--- src/rtl/ccff_frame_loader.sv ---
// Configuration-chain loader: takes words over a valid/ready stream and shifts them MSB-first
// into the fabric's ccff_head, one bit per prog_clk, for exactly CHAIN_LEN bits.
module ccff_frame_loader #(
    parameter int unsigned CHAIN_LEN = 64,
    parameter int unsigned WORD_W    = 8,
    parameter int unsigned TIMEOUT   = 255
) (
    input  logic                             prog_clk,
    input  logic                             prog_rst_n,
    input  logic                             start,
    input  logic                             abort,
    input  logic [WORD_W-1:0]                s_data,
    input  logic                             s_valid,
    output logic                             s_ready,
    output logic                             ccff_head,
    output logic                             ccff_shift_en,
    output logic                             busy,
    output logic                             done,
    output logic                             err,
    output logic [$clog2(CHAIN_LEN+1)-1:0]   bit_cnt
);

    localparam int unsigned CntW = $clog2(CHAIN_LEN + 1);
    localparam int unsigned NbW  = $clog2(WORD_W + 1);
    localparam int unsigned TmoW = $clog2(TIMEOUT + 1);

    typedef enum logic [1:0] {StIdle, StWait, StShift} state_e;

    state_e            state_q, state_d;
    logic [WORD_W-1:0] shreg_q, shreg_d;
    logic [NbW-1:0]    nb_q, nb_d;
    logic [TmoW-1:0]   tmo_q, tmo_d;
    logic [CntW-1:0]   cnt_q, cnt_d;
    logic              s_ready_q, s_ready_d;
    logic              head_q, head_d;
    logic              shift_en_q, shift_en_d;
    logic              busy_q, busy_d;
    logic              done_q, done_d;
    logic              err_q, err_d;

    logic [CntW-1:0]   remaining;
    logic [NbW-1:0]    word_nb;

    // Bits this word will contribute: a short tail word only shifts its top bits.
    always_comb begin
        remaining = CntW'(CHAIN_LEN) - cnt_q;
        word_nb   = (32'(remaining) < WORD_W) ? NbW'(remaining) : NbW'(WORD_W);
    end

    always_comb begin
        state_d = state_q;
        shreg_d = shreg_q;
        nb_d    = nb_q;
        tmo_d   = tmo_q;
        cnt_d   = cnt_q;
        done_d  = done_q;
        err_d   = err_q;

        unique case (state_q)
            StIdle: begin
                if (start) begin
                    state_d = StWait;
                    done_d  = 1'b0;
                    err_d   = 1'b0;
                    cnt_d   = '0;
                    tmo_d   = '0;
                end
            end
            StWait: begin
                if (s_valid) begin
                    shreg_d = s_data;
                    nb_d    = word_nb;
                    tmo_d   = '0;
                    state_d = StShift;
                end else if (tmo_q == TmoW'(TIMEOUT - 1)) begin
                    err_d   = 1'b1;
                    state_d = StIdle;
                end else begin
                    tmo_d = tmo_q + TmoW'(1);
                end
            end
            StShift: begin
                shreg_d = shreg_q << 1;
                nb_d    = nb_q - NbW'(1);
                if (cnt_q != CntW'(CHAIN_LEN)) begin
                    cnt_d = cnt_q + CntW'(1);
                end
                if (nb_q == NbW'(1)) begin
                    if (cnt_d == CntW'(CHAIN_LEN)) begin
                        done_d  = 1'b1;
                        state_d = StIdle;
                    end else begin
                        state_d = StWait;
                    end
                end
            end
            default: state_d = StIdle;
        endcase

        // Abort overrides everything, including a start seen in the same cycle.
        if (abort) begin
            state_d = StIdle;
            done_d  = 1'b0;
            err_d   = err_q;
            cnt_d   = cnt_q;
            tmo_d   = tmo_q;
        end

        // Outputs are registered from the next state so they line up with the state.
        s_ready_d  = (state_d == StWait);
        shift_en_d = (state_d == StShift);
        busy_d     = (state_d != StIdle);
        head_d     = (state_d == StShift) ? shreg_d[WORD_W-1] : head_q;
    end

    always_ff @(posedge prog_clk or negedge prog_rst_n) begin
        if (!prog_rst_n) begin
            state_q    <= StIdle;
            shreg_q    <= '0;
            nb_q       <= '0;
            tmo_q      <= '0;
            cnt_q      <= '0;
            s_ready_q  <= 1'b0;
            head_q     <= 1'b0;
            shift_en_q <= 1'b0;
            busy_q     <= 1'b0;
            done_q     <= 1'b0;
            err_q      <= 1'b0;
        end else begin
            state_q    <= state_d;
            shreg_q    <= shreg_d;
            nb_q       <= nb_d;
            tmo_q      <= tmo_d;
            cnt_q      <= cnt_d;
            s_ready_q  <= s_ready_d;
            head_q     <= head_d;
            shift_en_q <= shift_en_d;
            busy_q     <= busy_d;
            done_q     <= done_d;
            err_q      <= err_d;
        end
    end

    assign s_ready       = s_ready_q;
    assign ccff_head     = head_q;
    assign ccff_shift_en = shift_en_q;
    assign busy          = busy_q;
    assign done          = done_q;
    assign err           = err_q;
    assign bit_cnt       = cnt_q;

endmodule
--- config.mk ---
export PLATFORM = sky130hd
export DESIGN_NAME = ccff_frame_loader
export DESIGN_NICKNAME = d
export VERILOG_FILES = /design/src/rtl/ccff_frame_loader.sv
export SDC_FILE = /design/constraint.sdc
export NUM_CORES = 1
export LEC_CHECK = 0
export CAP_MARGIN = 30
export CORE_UTILIZATION = 55
export CTS_CLUSTER_DIAMETER = 200
export DETAILED_ROUTE_END_ITERATION = 7
export PLACE_DENSITY = 0.8
export SYNTH_ARGS = -nofsm -noshare
export SYNTH_HDL_FRONTEND = slang
export SYNTH_SLANG_ARGS = --single-unit
export TNS_END_PERCENT = 5
--- constraint.sdc ---
create_clock -name prog_clk -period 2.6 [get_ports prog_clk]
set_input_delay 0.65 -clock prog_clk [delete_from_list [all_inputs] [get_ports prog_clk]]
set_output_delay 0.65 -clock prog_clk [all_outputs]
set_load 0.03 [all_outputs]
==> impl_metrics.ini <==
[layout]
fin_area_sq_mm = 0.00252
seqCellArea_sq_um = 876
fin_nets = 280
diodes = 0
area_delta_synth_final_pct = 18.9
multi_input_area_sq_mm = 0.00113
drive_above_1_share_pct = 8.14
fillers = 317

[cts]
h-tree-depth = 2
postCtsSetupRepairBufs = 0
clockBufferDepth = 2
insertion_delay_ns = 0.29
clk_pin_slew_ns = 0.08
cts_sinks = 35
cts_tree = built
cts_made_buffers = 5
hold_buffers = 0
ctsResizeCount = 0
cts_root_buf = clkbuf_8

[worst_setup_path]
critPathKind = reg2reg
worstPathRequired_ns = 2.78
cp_max_fo = 10
cp-end-kind = flip-flop
startpoint = bit_cnt[1]
worstPathArrival_ns = 2.55
worstSetupStartpointType = flip-flop
reg2reg_from = bit_cnt[1]

[place]
dpl_cell_area_sq_mm = 0.00242
port_buffers = 25
gp_congestion = 0.889
hpwlAfterDp_microns = 3150

[timing]
worst_pin_slew_ns = 0.450
fin_crit_sh_pct = 90.9
fmax_mhz = 423
rsz0062_at_grt = no
max_slew_margin_pct = 70.0
clock_skew_ns = 0.0123
hold_viol_final = 0
setup_violations = 0
fin_crit_ns = 2.36
slew_violations = 0
finalSetupTns_ns = 0

[min_path]
hp-class = reg2reg
hp-start = shreg_q[2]

[grt]
grt_pass1_vias = 1653
grt_max_degree = 36
grt_pass1_wl_microns = 7450
antenna_found_initial = 0
grtUsageTotal_pct = 23.9
grt_overflow = 0

[outcome]
status = finished, final reports clean

[floorplanning]
pin_count = 26
die_w_microns = 64.0
core_area_sq_mm = 0.00369
die_y_microns = 64.0
initial_core_util_pct = 57.4
rows = 22
dieArea_sq_mm = 0.00410

[yosys]
ys_warn_count = 0
synth-simple-area-share_pct = 20.0
synth_xor_area_share_pct = 3.72
synth_top_family_by_area = compound AO/OA/AOI/OAI gates
netlist_instances = 230
synth_compound_area_share_pct = 21.8
ys_seq_elements = 35
synthAdderAreaFrac_pct = 5.91
avgSynthCellArea_sq_um = 9.20
synth-seq-area-share_pct = 41.4
synth_ff_type = dfrtp_1
synthDistinctLibCells = 52
synth-edff-count = 0
mappedNetlistNets = 253
synthArstFlopShare_pct = 100
muxShareOfSynthArea_pct = 2.13
synth_area_sq_mm = 0.00212

[drt]
totalWireLength_microns = 4400
drt_iter0_drc = 159
drc = 0
ant_nets = 0
wl_per_cell_microns = 14.4
via_per_inst = 5.84
drt_pass1_iterations = 4
vias = 1787

[pwr]
pwr_density_cell_mw_per_mm2 = 649
p_leak_nw = 1.08
finalPower_mw = 1.63
ir_drop_mv = 0.401

[run]
max-cap-violations = 0
metrics by stage:
stage          cells  hold WS [ns]  setup slack (ns)  utilization [%]
3_3_place_gp     298         0.466             0.133             65.5
5_1_grt          306         0.506            0.0927             68.2
6_report         306         0.492             0.237             68.2
4_1_cts          306         0.491             0.257             68.2
3_5_place_dp     298         0.473            0.0603             65.5
2_1_floorplan    230         0.354             0.215                -
metal layers:
metal / routed length, microns / GRT usage [%]
met5: 0 / 0
met4: 76 / 10.2
met3: 146 / 5.00
met2: 2060 / 39.9
met1: 2120 / 29.6
kinds of logic (layout without fill, tap and decap cells):
kind of cell	after synthesis	after routing
compound gates	67	67
xor+xnor	9	9
fa+ha+maj	10	10
buf+inv	25	53
flops	35	35
mux	4	4
simple gates	80	80
worst paths after layout:
check,depth (start not counted),slack [ns],to
hold reg to reg,2,0.49,shreg_q[2]
setup / recovery,8,0.24,ccff_head
max in group asynchronous,2,1.50,err
hold / removal,2,0.49,shreg_q[2]
min in group asynchronous,2,0.77,ccff_head
setup reg to reg,8,0.24,ccff_head
Yosys cell counts, types with 3 or more instances:
cell      number  area, sq um
a221oi_1       3         26.3
mux2i_1        3         30.0
and4_1         3         26.3
nor2b_1        3         18.8
nor3_1         6         30.0
xnor2_1        3         26.3
inv_1         14         52.6
nand2_1       20         75.1
nor4_1         3         18.8
clkbuf_1       7         26.3
nand3_1       11         55.1
nand2b_1       6         37.5
nand4_1        3         18.8
o31ai_1        3         22.5
nor2_1        15         56.3
o21ai_0       20          100
dfrtp_1       35          876
a21o_1         3         22.5
a22oi_1        8         60.1
a21oi_1        9         45.0
ha_1          10          125
xor2_1         6         52.6
critical path: stages (launching register included):
cell and delay [ns]:
dfrtp_1 0.50, inv_1 0.12, ha_1 0.18, nor3b_4 0.32
and4_1 0.26, o2111ai_1 0.17, a21o_1 0.24, a21boi_4 0.17
mux2_4 0.30
placed cells by master (no fill, tap or decap), drive strengths merged, types with 2 or more instances in the layout:
master         netlist  routed
o21ai               20      20
nand2b               6       6
nor4                 3       3
o21a                 2       2
xor2                 6       6
clkdlybuf4s50        0      25
o31ai                3       3
mux2i                3       3
o21bai               2       2
ha                  10      10
buf                  4       6
or2                  2       2
a21oi                9       9
a221oi               3       3
nand3               11      11
xnor2                3       3
inv                 14      14
clkbuf               7       8
nor3                 7       7
a21o                 3       3
a22o                 2       2
a22oi                8       8
nor3b                2       2
nor2b                3       3
dfrtp               35      35
nand4                3       3
a311oi               2       2
nand2               20      20
and4                 3       3
nor2                15      15
sequential cells by signal (all words and copies together) (netlist names):
| name | cells |
|---|---|
| nb_q | 4 |
| shreg_q | 8 |
| done | 1 |
| state_q | 2 |
| busy | 1 |
| ccff_head | 1 |
| tmo_q | 8 |
| s_ready | 1 |
| ccff_shift_en | 1 |
| err | 1 |
| bit_cnt | 7 |
power by group:
part / total [mW] / leakage [nW] / switching, mW / internal (mW)
logic: 0.483 / 0.555 / 0.281 / 0.203
registers: 0.714 / 0.471 / 0.0673 / 0.647
clock network: 0.437 / 0.0515 / 0.195 / 0.242
final cells by class:
cell class	count	share of cell area, %
inverters	14	2.09
multi-input cells	170	45.0
repair buffers	31	11.7
flip-flops and latches	35	34.8
clock buffers	8	3.98
well taps	48	2.39
Note: power is estimated with default switching activity, not from simulation.
